**src/rtl/wb_stage_pipe.sv**
```systemverilog
// wb_stage_pipe: registered writeback stage (MEM/WB latch, load filter,
// result select, RF write port and EX forward port).
// Optional feature macro: WB_RETIRE_CNT_EN adds a 32-bit retired-instruction
// counter on o_retire_cnt; without it o_retire_cnt is tied to zero.
//
// Handshake: MEM side transfers on a rising edge when i_mem_valid && o_mem_ready
// && !i_flush. RF side retires the held entry on a rising edge when the entry is
// valid and i_rf_ready is high; the write itself is only offered (o_wb_we) when
// the entry actually writes a nonzero, aligned register. o_mem_ready never
// depends on i_mem_valid.
module wb_stage_pipe #(
  parameter int BITS_SIZE = 32,
  parameter int BITS_REGS = 5,
  parameter int LINK_REG  = 31
) (
  input  logic                 i_clk,
  input  logic                 i_reset,
  input  logic                 i_flush,
  input  logic                 i_mem_valid,
  output logic                 o_mem_ready,
  input  logic                 i_mem_lui,
  input  logic [BITS_SIZE-1:0] i_mem_extension,
  input  logic [BITS_SIZE-1:0] i_mem_dato,
  input  logic [1:0]           i_mem_addr_lo,
  input  logic [1:0]           i_mem_size,
  input  logic                 i_mem_zero_ext,
  input  logic                 i_mem_to_reg,
  input  logic [BITS_SIZE-1:0] i_mem_alu,
  input  logic                 i_mem_jal,
  input  logic [BITS_SIZE-1:0] i_mem_pc8,
  input  logic [BITS_REGS-1:0] i_mem_reg_dst,
  input  logic                 i_mem_reg_write,
  input  logic                 i_rf_ready,
  output logic                 o_wb_we,
  output logic [BITS_REGS-1:0] o_wb_addr,
  output logic [BITS_SIZE-1:0] o_wb_data,
  output logic                 o_fwd_valid,
  output logic [BITS_REGS-1:0] o_fwd_reg,
  output logic [BITS_SIZE-1:0] o_fwd_data,
  output logic                 o_misalign,
  output logic [31:0]          o_retire_cnt
);

  typedef enum logic {ST_EMPTY = 1'b0, ST_FULL = 1'b1} state_t;

  state_t               state_q, state_d;
  logic                 reg_write_q;
  logic [BITS_REGS-1:0] addr_q;
  logic [BITS_SIZE-1:0] data_q;
  logic [BITS_SIZE-1:0] fwd_data_q;
  logic                 misalign_q;

  logic                 valid;
  logic                 accept;
  logic                 retire;
  logic                 writes_reg;

  logic [7:0]           byte_lane;
  logic [15:0]          half_lane;
  logic [BITS_SIZE-1:0] filtered;
  logic [BITS_SIZE-1:0] nonlink_d;
  logic [BITS_SIZE-1:0] data_d;
  logic [BITS_REGS-1:0] addr_d;
  logic                 misalign_d;

  assign valid       = (state_q == ST_FULL);
  assign o_mem_ready = !valid || i_rf_ready;
  assign accept      = i_mem_valid && o_mem_ready && !i_flush;
  assign retire      = valid && i_rf_ready;

  // Load filter: pick the addressed lane, then sign- or zero-extend it.
  always_comb begin
    byte_lane = 8'(i_mem_dato >> {i_mem_addr_lo, 3'b000});
    half_lane = 16'(i_mem_dato >> {i_mem_addr_lo[1], 4'b0000});
    filtered  = i_mem_dato;
    case (i_mem_size)
      2'b00:   filtered = i_mem_zero_ext ? {{(BITS_SIZE-8){1'b0}}, byte_lane}
                                         : {{(BITS_SIZE-8){byte_lane[7]}}, byte_lane};
      2'b01:   filtered = i_mem_zero_ext ? {{(BITS_SIZE-16){1'b0}}, half_lane}
                                         : {{(BITS_SIZE-16){half_lane[15]}}, half_lane};
      default: filtered = i_mem_dato;
    endcase
  end

  // Result/address select and misalignment detection for the incoming entry.
  always_comb begin
    nonlink_d  = i_mem_to_reg ? (i_mem_lui ? i_mem_extension : filtered) : i_mem_alu;
    data_d     = i_mem_jal ? i_mem_pc8 : nonlink_d;
    addr_d     = i_mem_jal ? BITS_REGS'(LINK_REG) : i_mem_reg_dst;
    misalign_d = i_mem_to_reg && !i_mem_lui &&
                 (((i_mem_size == 2'b01) && i_mem_addr_lo[0]) ||
                  (i_mem_size[1] && (i_mem_addr_lo != 2'b00)));
  end

  // Holding-register state: flush wins over everything, accept refills,
  // a lone retire drains.
  always_comb begin
    state_d = state_q;
    if (i_flush)     state_d = ST_EMPTY;
    else if (accept) state_d = ST_FULL;
    else if (retire) state_d = ST_EMPTY;
  end

  // State and held fields; fields only load on a real accept.
  always_ff @(posedge i_clk or posedge i_reset) begin
    if (i_reset) begin
      state_q     <= ST_EMPTY;
      reg_write_q <= 1'b0;
      addr_q      <= '0;
      data_q      <= '0;
      fwd_data_q  <= '0;
      misalign_q  <= 1'b0;
    end else begin
      state_q <= state_d;
      if (accept) begin
        reg_write_q <= i_mem_reg_write;
        addr_q      <= addr_d;
        data_q      <= data_d;
        fwd_data_q  <= nonlink_d;
        misalign_q  <= misalign_d;
      end
    end
  end

  assign writes_reg  = valid && reg_write_q && (addr_q != '0) && !misalign_q;
  assign o_wb_we     = writes_reg && i_rf_ready;
  assign o_wb_addr   = addr_q;
  assign o_wb_data   = data_q;
  assign o_fwd_valid = writes_reg;
  assign o_fwd_reg   = addr_q;
  assign o_fwd_data  = fwd_data_q;
  assign o_misalign  = valid && misalign_q;

`ifdef WB_RETIRE_CNT_EN
  logic [31:0] cnt_q;

  // Retired-instruction counter; every retire counts, wraps naturally.
  always_ff @(posedge i_clk or posedge i_reset) begin
    if (i_reset)     cnt_q <= '0;
    else if (retire) cnt_q <= cnt_q + 32'd1;
  end

  assign o_retire_cnt = cnt_q;
`else
  assign o_retire_cnt = 32'd0;
`endif

endmodule
```
**config.mk**
```make
export PLATFORM = sky130hd
export DESIGN_NAME = wb_stage_pipe
export DESIGN_NICKNAME = d
export VERILOG_FILES = /design/src/rtl/wb_stage_pipe.sv
export SDC_FILE = /design/constraint.sdc
export NUM_CORES = 1
export LEC_CHECK = 0
export CAP_MARGIN = 15
export CORE_MARGIN = 4
export CORE_UTILIZATION = 44
export CTS_CLUSTER_DIAMETER = 100
export DETAILED_ROUTE_END_ITERATION = 7
export HOLD_SLACK_MARGIN = 0.05
export PLACE_DENSITY = 0.85
export SYNTH_ARGS = -nofsm -noshare
export SYNTH_HDL_FRONTEND = slang
export SYNTH_SLANG_ARGS = --single-unit
```
**constraint.sdc**
```tcl
create_clock -name i_clk -period 5.15 [get_ports i_clk]
set_input_delay 0.7725 -clock i_clk [delete_from_list [all_inputs] [get_ports i_clk]]
set_output_delay 0.7725 -clock i_clk [all_outputs]
set_load 0.05 [all_outputs]
```
# Yosys cells after proc, flatten, opt, wreduce, memory -nomap -nowiden
# Cells that the tools add are included.
# W data, S select, Z words.
dict set report word_totals {
  reg_bits 72
  input_bits 147
}
dict set report classes {
  n_eq_ne 1
  shift 2
  n_mux 10
  reduce_logical 22
}
# cell n
set op_table {}
lappend op_table {{$mux W32} 5}
lappend op_table {{$pmux W32 S2} 1}
lappend op_table {{$shr A32 B5 Y16} 1}
lappend op_table {{$shr A32 B5 Y8} 1}
lappend op_table {{$logic_and A1 B1 Y1} 12}
lappend op_table {{$mux W5} 1}
lappend op_table {{$reduce_bool A5 Y1} 1}
lappend op_table {{$logic_not A1 Y1} 4}
lappend op_table {{$mux W1} 3}
lappend op_table {{$reduce_bool A3 Y1} 1}
lappend op_table {{$eq A2 B1 Y1 const B} 1}
lappend op_table {{$logic_not A2 Y1} 1}
lappend op_table {{$logic_or A1 B1 Y1} 2}
lappend op_table {{$reduce_bool A2 Y1} 1}

# Longest topological paths before layout
# Gate-level depths: netlist of run 1.
dict set report depth {
  word_depth 6
  mapped_depth 7
  depth_no_buf 4
}

# Least setup slack after synthesis of run 1
# OpenSTA, ideal clock, no wires.
dict set report synth_path {
  path_type {reg2out}
  startpoint {register addr_q[1] (netlist: o_fwd_reg[1])}
  endpoint {output o_wb_we}
  arrival_ns 2.566
  t_required_ns 4.378
  path_slack_ns 1.812
  path_stages_with_launch 5
  n_path_buf 0
  path_cell_list {dfrtp_1 > or4_1 > nor2_1 > nor3_1 > and2_1}
}
dict set report synth_between {
  elab_chain_len 4
}
# item line
set synth_rtl {}
lappend synth_rtl {{start: declaration} 48} ;# logic [BITS_REGS-1:0] addr_q;
lappend synth_rtl {{start signal: assignment} 117} ;# addr_q <= addr_d;
lappend synth_rtl {{$reduce_bool A5 Y1} 125} ;# assign writes_reg = valid && reg_write_q && (addr_q != '0) && !misalign_q;
lappend synth_rtl {{$logic_and A1 B1 Y1 (2 in a row)} 125}
lappend synth_rtl {{net o_fwd_valid} 37} ;# output logic o_fwd_valid,
lappend synth_rtl {{$logic_and A1 B1 Y1} 126} ;# assign o_wb_we = writes_reg && i_rf_ready;
lappend synth_rtl {{end: declaration} 34} ;# output logic o_wb_we,
# The timed path passes the listed nets, and every way through them passes these cells.

# Worst setup path in the final report of run 1
dict set report layout_path {
  startpoint {input i_mem_jal}
  endpoint {register data_q[11] (netlist: o_wb_data[11])}
}
dict set report layout_between {
  elab_chain_len 1
}
# item line
set layout_rtl {}
lappend layout_rtl {{start: declaration} 29} ;# input logic i_mem_jal,
lappend layout_rtl {{$mux W32} 88} ;# data_d = i_mem_jal ? i_mem_pc8 : nonlink_d;
lappend layout_rtl {{end signal: assignment} 118} ;# data_q <= data_d;
lappend layout_rtl {{end: declaration} 49} ;# logic [BITS_SIZE-1:0] data_q;
# Every way passes these cells.
# A chain may end at the register's enable or synchronous reset.

==> reports/results.txt, run 1 <==
Clk pin slew, worst setup/hold paths -> 0.05 ns
Synth Area per Inst -> 8.82 um2
crit path capture type -> register
Worst Path Max Fanout -> 40
dpl hpwl -> 14500 um
VDD IR max -> 0.204 mV
Crit Path Class -> in -> reg
share of cells above drive strength 1 -> 11.3%
port buffer count -> 224
Die Span Y -> 115 um
Die Footprint -> 13200 um2
count of different cell masters after synthesis -> 55
Worst setup startpoint -> i_mem_jal
worst reg2reg startpoint -> state_q
global placer's final weighted congestion -> 0.896
Gate power share -> 44.8%
Post-synth EDFFs -> 0
fill cell count -> 877
total number of vias -> 5372
CTS resizes -> 0
Tmin final -> 3.20 ns
Worst R2R End -> o_fwd_data[13]
Max Slew Vio Count -> 0
min-delay src -> reg_write_q
Seq/Total Area, Yosys -> 35.8%
outcome -> finished clean
ys flop type -> dfrtp_1
H-tree Lvls -> 3
Slew HR -> 32.9%
PwrDens -> 333 nW/um2
# nets final -> 904
Setup Skew -> 0.00562 ns
Vias/cell -> 5.96
Hold Violations, Final -> 0
WL/cell -> 21.9 um
residual DRC count -> 0
WHS -> 0.486 ns
Final Cell Area -> 7430 um2
DRT Pass-1 Iters -> 5
synthesized cell area -> 5030 um2
FP Rows -> 38
setup_tns -> 0 ns
setup repair after global routing missed its margin -> false
post-synthesis sequential element count -> 72
number of global-route vias before repair -> 5506
area grow syn2layout -> 47.7%
Min-Delay Endpoint -> reg_write_q
clk_lat worst skew -> 0.34 ns
final setup vio count -> 0
Post-CTS Setup Bufs -> 0
WP data required -> 5.33 ns
Switching Power -> 1.01 mW
Clk pwr share -> 25.5%
Post-synth ARST share -> 100%
CP arrival -> 3.39 ns
P_int -> 1.47 mW
clock sink count -> 72
total track usage -> 29.1%
Chip Width -> 115 um
Starting Density -> 45.6%
number of max-cap violations -> 0
initial antenna violation count -> 0
crit start category -> primary input
largest net degree at the start of global routing -> 94
Hold Path Stages -> 2
number of diodes -> 0
worst hold path class -> reg -> reg
CTS Buf Count -> 9
share of total power in sequential cells -> 29.7%
Root Driver -> clkbuf_16
R2R depth -> 4
maximum clock frequency -> 0.312 GHz
Leak -> 2.94 nW
drt first-iter violations -> 594
CTS tree -> yes
core region area -> 11000 um2
Max Buffers Root-to-Sink -> 2
IO Count -> 257
first-pass GRT wire length -> 29900 um
YS warnings -> 0
grt ovf -> 0
Post-Route WL -> 19700 um
worst slew pin tran -> 1.01 ns
Tcrit/Tclk final -> 62.2%
Hold Buf Count CTS -> 0
Worst R2R Setup Slack -> 2.76 ns
cell count after synthesis -> 570
sw frac -> 40.7%
Post-DRT Antenna Nets -> 0
placed inst area -> 7130 um2
[power by group through the flow]
stage	Combinational [mW]	Clock [mW]	Sequential, mW
after detailed placement	1.10	0	0.740
after global routing	1.16	0.660	0.746
final	1.11	0.632	0.736
after floorplan	0.371	0	1.08
after CTS	1.11	0.635	0.734
after global placement	1.09	0	0.739
[critical path, cell delays in order]
cell,delay [ns]
clkdlybuf4s50_1,0.40
buf_4,0.27
inv_1,0.70
nand3_1,0.14
buf_4,0.29
a211oi_4,0.61
a221oi_2,0.16
[synthesized netlist by cell type, drive strengths merged (2+ instances only)]
cell / instances / area, um2
dfrtp: 72 / 1800
buf: 60 / 399
nor2: 54 / 203
nand2: 41 / 154
a21oi: 34 / 170
o22ai: 31 / 200
clkbuf: 27 / 101
nand2b: 21 / 131
and3: 20 / 125
and2: 18 / 113
a211oi: 17 / 145
a31o: 16 / 140
o311ai: 16 / 140
a221oi: 15 / 181
nor2b: 15 / 93.8
o221ai: 15 / 181
mux2: 11 / 124
nor3: 10 / 50.1
o21ai: 10 / 50.1
or2: 9 / 56.3
o221a: 7 / 78.8
nor4: 6 / 37.5
o32ai: 6 / 52.6
a221o: 5 / 50.1
inv: 5 / 18.8
nand3: 4 / 20.0
mux2i: 3 / 30.0
nor3b: 3 / 27.5
o31ai: 3 / 22.5
clkinv: 2 / 7.51
o211ai: 2 / 15.0
[logic make-up after synthesis]
group | synth area share (%)
and+or+nand+nor | 20.7
buffers and inverters | 10.5
DFF | 35.8
muxes | 3.06
AOI/OAI and AO/OA | 29.9
other | 0.0746
[layer usage]
metal  GRT usage, %  part of all wire, %  vias to the layer above
li1               -                    -                     2449
met1           37.0                   39                     2557
met2           48.8                   50                      316
met3           5.89                  8.0                       50
met4           11.3                  3.2                        0
met5              0                    0                        -
[final cells by class]
| type | instances | area, um2 | share of cell area [%] |
|---|---|---|---|
| multi-input cells | 435 | 2830 | 38.1 |
| flip-flops and latches | 72 | 1800 | 24.3 |
| clock inverters | 3 | 40.0 | 0.539 |
| clock buffers | 13 | 260 | 3.50 |
| repair buffers | 232 | 2300 | 30.9 |
| well taps | 140 | 175 | 2.36 |
| inverters | 7 | 26.3 | 0.354 |
[per-stage QoR]
stage | power, mW | utilization [%] | std cells | setup WS, ns
2_1_floorplan | 1.45 | - | 601 | 1.81
3_3_place_gp | 1.82 | 64.6 | 886 | 1.80
3_5_place_dp | 1.84 | 64.6 | 886 | 1.70
4_1_cts | 2.48 | 67.3 | 902 | 2.02
5_1_grt | 2.57 | 67.3 | 902 | 1.84
6_report | 2.48 | 67.3 | 902 | 1.95
[cell usage in the layout, fill, tap and decap left out, drive strengths merged, types with 7 or more instances in the layout]
cell / netlist / layout
o221a: 7 / 7
nor3: 10 / 10
and2: 18 / 18
a211oi: 17 / 17
o22ai: 31 / 31
buf: 60 / 9
nor2b: 15 / 15
a21oi: 34 / 34
a221oi: 15 / 15
o311ai: 16 / 16
clkdlybuf4s50: 0 / 223
nand2b: 21 / 21
o21ai: 10 / 10
dfrtp: 72 / 72
clkbuf: 27 / 13
conb: 1 / 32
nand2: 41 / 41
nor2: 54 / 54
or2: 9 / 9
and3: 20 / 20
o221ai: 15 / 15
mux2: 11 / 11
a31o: 16 / 16
[worst max-delay path by stage]
| stage | cells past startpoint | endpoint |
|---|---|---|
| after floorplan | 4 | o_wb_we |
| after global placement | 7 | o_wb_data[12] |
| after detailed placement | 7 | o_wb_data[15] |
| after CTS | 3 | o_mem_ready |
| after global routing | 7 | o_wb_data[11] |
| final | 7 | o_wb_data[11] |
Power figures use the tool's default switching activity.
==> run 2: changes to the inputs <==
--- a/config.mk
+++ b/config.mk
@@ -7,11 +7,11 @@
 export LEC_CHECK = 0
 export CAP_MARGIN = 15
 export CORE_MARGIN = 4
-export CORE_UTILIZATION = 44
+export CORE_UTILIZATION = 37
 export CTS_CLUSTER_DIAMETER = 100
 export DETAILED_ROUTE_END_ITERATION = 7
 export HOLD_SLACK_MARGIN = 0.05
-export PLACE_DENSITY = 0.85
+export PLACE_DENSITY = 0.76
 export SYNTH_ARGS = -nofsm -noshare
 export SYNTH_HDL_FRONTEND = slang
 export SYNTH_SLANG_ARGS = --single-unit
==> constraint.sdc (replaced) <==
create_clock -name i_clk -period 2.9 [get_ports i_clk]
set_input_delay 0.435 -clock i_clk [delete_from_list [all_inputs] [get_ports i_clk]]
set_output_delay 0.435 -clock i_clk [all_outputs]
set_load 0.05 [all_outputs]
==> run 2 against run 1 <==
Against the previous run:
- register-to-register slack got worse by 1.8 ns
- worst setup slack got worse by 1.9 ns
- first-iteration DRC count fell by 22%
- hold slack improved by 0.00089 ns
- via count rose by 2.2%
- highest routed layer is now met5
- critical path type is now reg -> out
- die area rose by 18%
- non-clock buffer count rose by 15
- clock-buffer cell count did not move
- sequential power rose by 78%
- clock skew barely moved
==> reports/results.txt, run 2 (synthesis gave the netlist of run 1 again) <==
Max Slew Vio Count -> 0 (unchanged)
post-route insts no fill -> 954 (was 902)
Chip Width -> 125 um (was 115 um)
Die Footprint -> 15500 um2 (was 13200 um2)
Slew HR -> 37.7% (was 32.9%)
CP arrival -> 2.38 ns (was 3.39 ns)
crit path capture type -> output port (was register)
H-tree Lvls -> 3 (unchanged)
number of max-cap violations -> 0 (unchanged)
WL/cell -> 20.9 um (was 21.9 um)
Die Span Y -> 125 um (was 115 um)
Placed Instances -> 937 (was 886)
number of global-route vias before repair -> 5596 (was 5506)
clock sink count -> 72 (unchanged)
setup repair after global routing missed its margin -> false (unchanged)
first-pass GRT wire length -> 31600 um (was 29900 um)
min-delay src -> o_fwd_data[0] (was reg_write_q)
final setup vio count -> 0 (unchanged)
worst reg2reg startpoint -> state_q (unchanged)
largest net degree at the start of global routing -> 73 (was 94)
Post-Route WL -> 19900 um (was 19700 um)
most common cell after layout, fill and taps aside -> clkdlybuf4s50_1 (unchanged)
DRT Pass-1 Iters -> 5 (unchanged)
maximum clock frequency -> 0.356 GHz
initial antenna violation count -> 1 (was 0)
Post-DRT Antenna Nets -> 0 (unchanged)
total track usage -> 25.2% (was 29.1%)
Post-CTS Setup Bufs -> 0 (unchanged)
Worst Path Max Fanout -> 4 (was 40)
Crit Path Class -> reg -> out (was in -> reg)
worst hold path class -> reg -> reg (unchanged)
VDD IR max -> 0.318 mV (was 0.204 mV)
placed inst area -> 7320 um2 (was 7130 um2)
crit start category -> register (was primary input)
FP Rows -> 42 (was 38)
Min-Delay Endpoint -> o_fwd_data[0] (was reg_write_q)
CTS Buf Count -> 9 (unchanged)
PwrDens -> 581 nW/um2 (was 333 nW/um2)
total number of vias -> 5488 (was 5372)
Worst R2R Setup Slack -> 0.98 ns (was 2.76 ns)
Leak -> 3.03 nW (was 2.94 nW)
area grow syn2layout -> 51.5% (was 47.7%)
share of cells above drive strength 1 -> 13.1% (was 11.3%)
Hold Violations, Final -> 0 (unchanged)
port buffer count -> 224 (unchanged)
grt ovf -> 0 (unchanged)
WP data required -> 2.47 ns (was 5.33 ns)
Max Buffers Root-to-Sink -> 2 (unchanged)
# nets final -> 919 (was 904)
worst slew pin tran -> 0.931 ns (was 1.01 ns)
outcome -> finished clean (unchanged)
Hold Path Stages -> 2 (unchanged)
Clk pin slew, worst setup/hold paths -> 0.06 ns (was 0.05 ns)
setup_tns -> 0 ns (unchanged)
IO Count -> 257 (unchanged)
drt first-iter violations -> 464 (was 594)
CTS tree -> yes (unchanged)
Worst R2R End -> o_wb_data[0] (was o_fwd_data[13])
CTS resizes -> 0 (unchanged)
global placer's final weighted congestion -> 0.928 (was 0.896)
residual DRC count -> 0 (unchanged)
Tcrit/Tclk final -> 97.0%
Setup Skew -> 0.00520 ns (was 0.00562 ns)
Root Driver -> clkbuf_16 (unchanged)
Hold Buf Count CTS -> 0 (unchanged)
post-layout util -> 57.3% (was 67.3%)
Starting Density -> 37.8% (was 45.6%)
clk_lat worst skew -> 0.33 ns (was 0.34 ns)
commonest non-fill, non-tap cells in the layout -> clkdlybuf4s50_1, dfrtp_1, nor2_1 (unchanged)
Vias/cell -> 5.75 (was 5.96)
Tmin final -> 2.81 ns
total power draw -> 4.43 mW (was 2.48 mW)
dpl hpwl -> 15100 um (was 14500 um)
R2R depth -> 5 (was 4)
Final Cell Area -> 7620 um2 (was 7430 um2)
core region area -> 13300 um2 (was 11000 um2)
run 2: cell count changes in the layout (fill, tap and decap cells not counted):
cell,before,now
buf_12,0,2
buf_4,8,21
clkinv_2,2,3
diode_2,0,1
inv_2,1,0
nor3_1,10,9
nor3_2,0,1
run 2: how the worst max path moves through the flow:
| stage | cells after the start | startpoint | endpoint |
|---|---|---|---|
| 2_1_floorplan | 4 | o_fwd_reg[1] | o_wb_we |
| 3_3_place_gp | 6 | i_mem_addr_lo[1] | o_wb_data[26] |
| 3_5_place_dp | 5 | i_mem_addr_lo[1] | o_wb_data[1] |
| 4_1_cts | 5 | o_fwd_reg[1] | o_wb_we |
| 5_1_grt | 5 | o_fwd_reg[1] | o_wb_we |
| 6_report | 5 | o_fwd_reg[1] | o_wb_we |
run 2: stage by stage:
step	worst slack, ns	hold WS [ns]
after floorplan	0.367	0.446
after global placement	0.378	0.459
after detailed placement	0.148	0.474
after CTS	0.0598	0.491
after global routing	0.0116	0.524
final	0.0882	0.487
run 2: area by class of cell:
| cell class | instances | area, um2 |
|---|---|---|
| well taps | 176 | 220 |
| clock buffers | 13 | 260 |
| clock inverters | 3 | 40.0 |
| multi-input cells | 435 | 2830 |
| inverters | 7 | 27.5 |
| repair buffers | 247 | 2430 |
| diodes | 1 | 2.50 |
| fillers | 1171 | 5680 |
| flip-flops and latches | 72 | 1800 |
run 2: critical path, stage by stage (launching register included):
cell,delay [ns]
dfrtp_1,0.41
or4_1,0.54
nor2_1,0.16
nor3_2,0.08
and2_1,0.16
clkdlybuf4s50_1,0.69
run 2: layer usage:
metal  vias to the layer above  routed length (um)  global-route usage, %
met2                       325                9420                   39.8
li1                       2478                   -                      -
met1                      2628                8220                   33.9
met4                         2                 655                   9.93
met3                        55                1630                   5.10
met5                         -                  18                      0
run 2: power by group:
group	switching (mW)	internal, mW
sequential	0.124	1.18
combinational	1.25	0.730
clock	0.426	0.711
total	1.80	2.63
==> run 3: changes to the inputs <==
--- a/config.mk
+++ b/config.mk
@@ -7,11 +7,12 @@
 export LEC_CHECK = 0
 export CAP_MARGIN = 15
 export CORE_MARGIN = 4
-export CORE_UTILIZATION = 37
+export CORE_UTILIZATION = 38
+export CTS_BUF_LIST = sky130_fd_sc_hd__clkbuf_8
 export CTS_CLUSTER_DIAMETER = 100
 export DETAILED_ROUTE_END_ITERATION = 7
 export HOLD_SLACK_MARGIN = 0.05
-export PLACE_DENSITY = 0.76
+export PLACE_DENSITY = 0.78
 export SYNTH_ARGS = -nofsm -noshare
 export SYNTH_HDL_FRONTEND = slang
 export SYNTH_SLANG_ARGS = --single-unit
==> run 3 against run 2 <==
Against the previous run:
- final cell count shrank 0.10%
- sequential share of layout area is 0.10 points higher
- clock power shrank 13%
- sequential cell count unchanged
- register-to-register slack improved by 0.08 ns
- via count decreased by 0.16%
- worst setup slack better by 0.074 ns
- fmax increased by 2.7%
- wire length shrank 0.30%
- total power decreased by 3.3%
- global-route usage increased by 0.43 points
==> reports/results.txt, run 3 (synthesis gave the netlist of run 1 again) <==
Leak -> 3.03 nW (about the same)
share of total power in sequential cells -> 30.4% (was 29.5%)
residual DRC count -> 0 (unchanged)
Vias/cell -> 5.75 (about the same)
Worst R2R Setup Slack -> 1.06 ns (was 0.98 ns)
P_int -> 2.51 mW (was 2.63 mW)
Chip Width -> 123 um (was 125 um)
Slew HR -> 32.6% (was 37.7%)
Hold Buf Count CTS -> 0 (unchanged)
number of max-cap violations -> 0 (unchanged)
WP data required -> 2.47 ns (about the same)
crit path capture type -> output port (unchanged)
IO Count -> 257 (unchanged)
clk_lat worst skew -> 0.35 ns (was 0.33 ns)
Global Route met1 Usage -> 35.1% (was 33.9%)
area grow syn2layout -> 50.8% (was 51.5%)
worst slew pin tran -> 1.01 ns (was 0.931 ns)
Max Slew Vio Count -> 0 (unchanged)
Tcrit/Tclk final -> 94.4% (was 97.0%)
port buffer count -> 224 (unchanged)
Setup Skew -> 0.0177 ns (was 0.00520 ns)
# nets final -> 923 (was 919)
VDD IR max -> 0.304 mV (was 0.318 mV)
Root Driver -> clkbuf_8 (was clkbuf_16)
number of diodes -> 0 (was 1)
worst hold path class -> reg -> reg (unchanged)
most common cell after layout, fill and taps aside -> clkdlybuf4s50_1 (unchanged)
sw frac -> 41.4% (was 40.7%)
crit start category -> register (unchanged)
CTS tree -> yes (unchanged)
WHS -> 0.483 ns (was 0.487 ns)
Post-DRT Antenna Nets -> 0 (unchanged)
worst reg2reg startpoint -> state_q (unchanged)
WL/cell -> 20.9 um (about the same)
Gate power share -> 46.5% (was 44.8%)
Die Span Y -> 123 um (was 125 um)
Hold Violations, Final -> 0 (unchanged)
Crit Path Class -> reg -> out (unchanged)
Post-CTS Setup Bufs -> 0 (unchanged)
PwrDens -> 564 nW/um2 (was 581 nW/um2)
commonest non-fill, non-tap cells in the layout -> clkdlybuf4s50_1, dfrtp_1, nor2_1 (unchanged)
CTS resizes -> 0 (unchanged)
number of global-route vias before repair -> 5375 (was 5596)
largest net degree at the start of global routing -> 59 (was 73)
maximum clock frequency -> 0.365 GHz (was 0.356 GHz)
Worst setup startpoint -> o_fwd_reg[1] (unchanged)
Tmin final -> 2.74 ns (was 2.81 ns)
initial antenna violation count -> 0 (was 1)
met3 Track Usage GR -> 4.39% (was 5.10%)
core region area -> 12800 um2 (was 13300 um2)
met2 usage -> 42.4% (was 39.8%)
Starting Density -> 39.4% (was 37.8%)
setup repair after global routing missed its margin -> false (unchanged)
DRT Pass-1 Iters -> 6 (was 5)
global placer's final weighted congestion -> 0.937 (was 0.928)
Switching Power -> 1.77 mW (was 1.80 mW)
clock sink count -> 72 (unchanged)
CTS Buf Count -> 9 (unchanged)
Die Footprint -> 15100 um2 (was 15500 um2)
Max Buffers Root-to-Sink -> 2 (unchanged)
global route hottest layer -> met2 (unchanged)
CP arrival -> 2.30 ns (was 2.38 ns)
Clk pwr share -> 23.1% (was 25.7%)
Worst Path Max Fanout -> 4 (unchanged)
final setup vio count -> 0 (unchanged)
grt ovf -> 0 (unchanged)
outcome -> finished clean (unchanged)
min-delay src -> reg_write_q (was o_fwd_data[0])
setup_tns -> 0 ns (unchanged)
dpl hpwl -> 15300 um (was 15100 um)
fill cell count -> 1099 (was 1171)
H-tree Lvls -> 3 (unchanged)
share of cells above drive strength 1 -> 13.7% (was 13.1%)
first-pass GRT wire length -> 30200 um (was 31600 um)
Post-Route WL -> 19900 um (about the same)
FP Rows -> 41 (was 42)
drt first-iter violations -> 595 (was 464)
total number of vias -> 5479 (was 5488)
total track usage -> 25.6% (was 25.2%)
Clk pin slew, worst setup/hold paths -> 0.07 ns (was 0.06 ns)
run 3: power by group through the flow:
stage                     logic (mW)  clock network (mW)  registers [mW]
final                           1.99               0.991            1.30
after detailed placement        1.98                   0            1.31
after floorplan                0.660                   0            1.91
after CTS                       1.99                1.00            1.30
after global routing            2.09                1.05            1.32
after global placement          1.96                   0            1.31
run 3: layout make-up:
| cell class | instances | area (um2) | share of cell area (%) |
|---|---|---|---|
| Clock buffer | 10 | 138 | 1.81 |
| Clock inverter | 6 | 108 | 1.42 |
| Inverter | 7 | 27.5 | 0.363 |
| Multi-Input combinational cell | 435 | 2830 | 37.3 |
| Sequential cell | 72 | 1800 | 23.8 |
| Tap cell | 172 | 215 | 2.84 |
| Timing Repair Buffer | 251 | 2460 | 32.5 |
run 3: worst paths after layout:
| kind | end | cells after the start |
|---|---|---|
| worst max-delay path | o_wb_we | 5 |
| worst min-delay path | reg_write_q | 2 |
| worst max register to register | o_wb_data[7] | 5 |
| worst min register to register | reg_write_q | 2 |
| max in group asynchronous | o_fwd_data[8] | 3 |
| min in group asynchronous | o_wb_data[12] | 2 |
run 3: layer usage:
metal	vias up	wire, um
li1	2485	-
met1	2632	8140
met2	325	9620
met3	37	1700
met4	0	427
met5	-	0
run 3: worst max-delay path, stage by stage, from the launching register on:
cell             delay [ns]
dfrtp_1                0.40
or4_1                  0.52
nor2_1                 0.14
nor3_2                 0.06
and2_1                 0.15
clkdlybuf4s50_1        0.69
run 3: stage by stage:
stage               util [%]  instances  area, um2  setup WS, ns  power, mW
global placement        57.5        937       7340         0.259       3.27
floorplan                  -        601       5150         0.367       2.57
detailed placement      57.5        937       7340         0.157       3.30
global route            59.4        953       7590        0.0464       4.46
finish                  59.4        953       7590         0.162       4.28
CTS                     59.4        953       7590         0.124       4.29
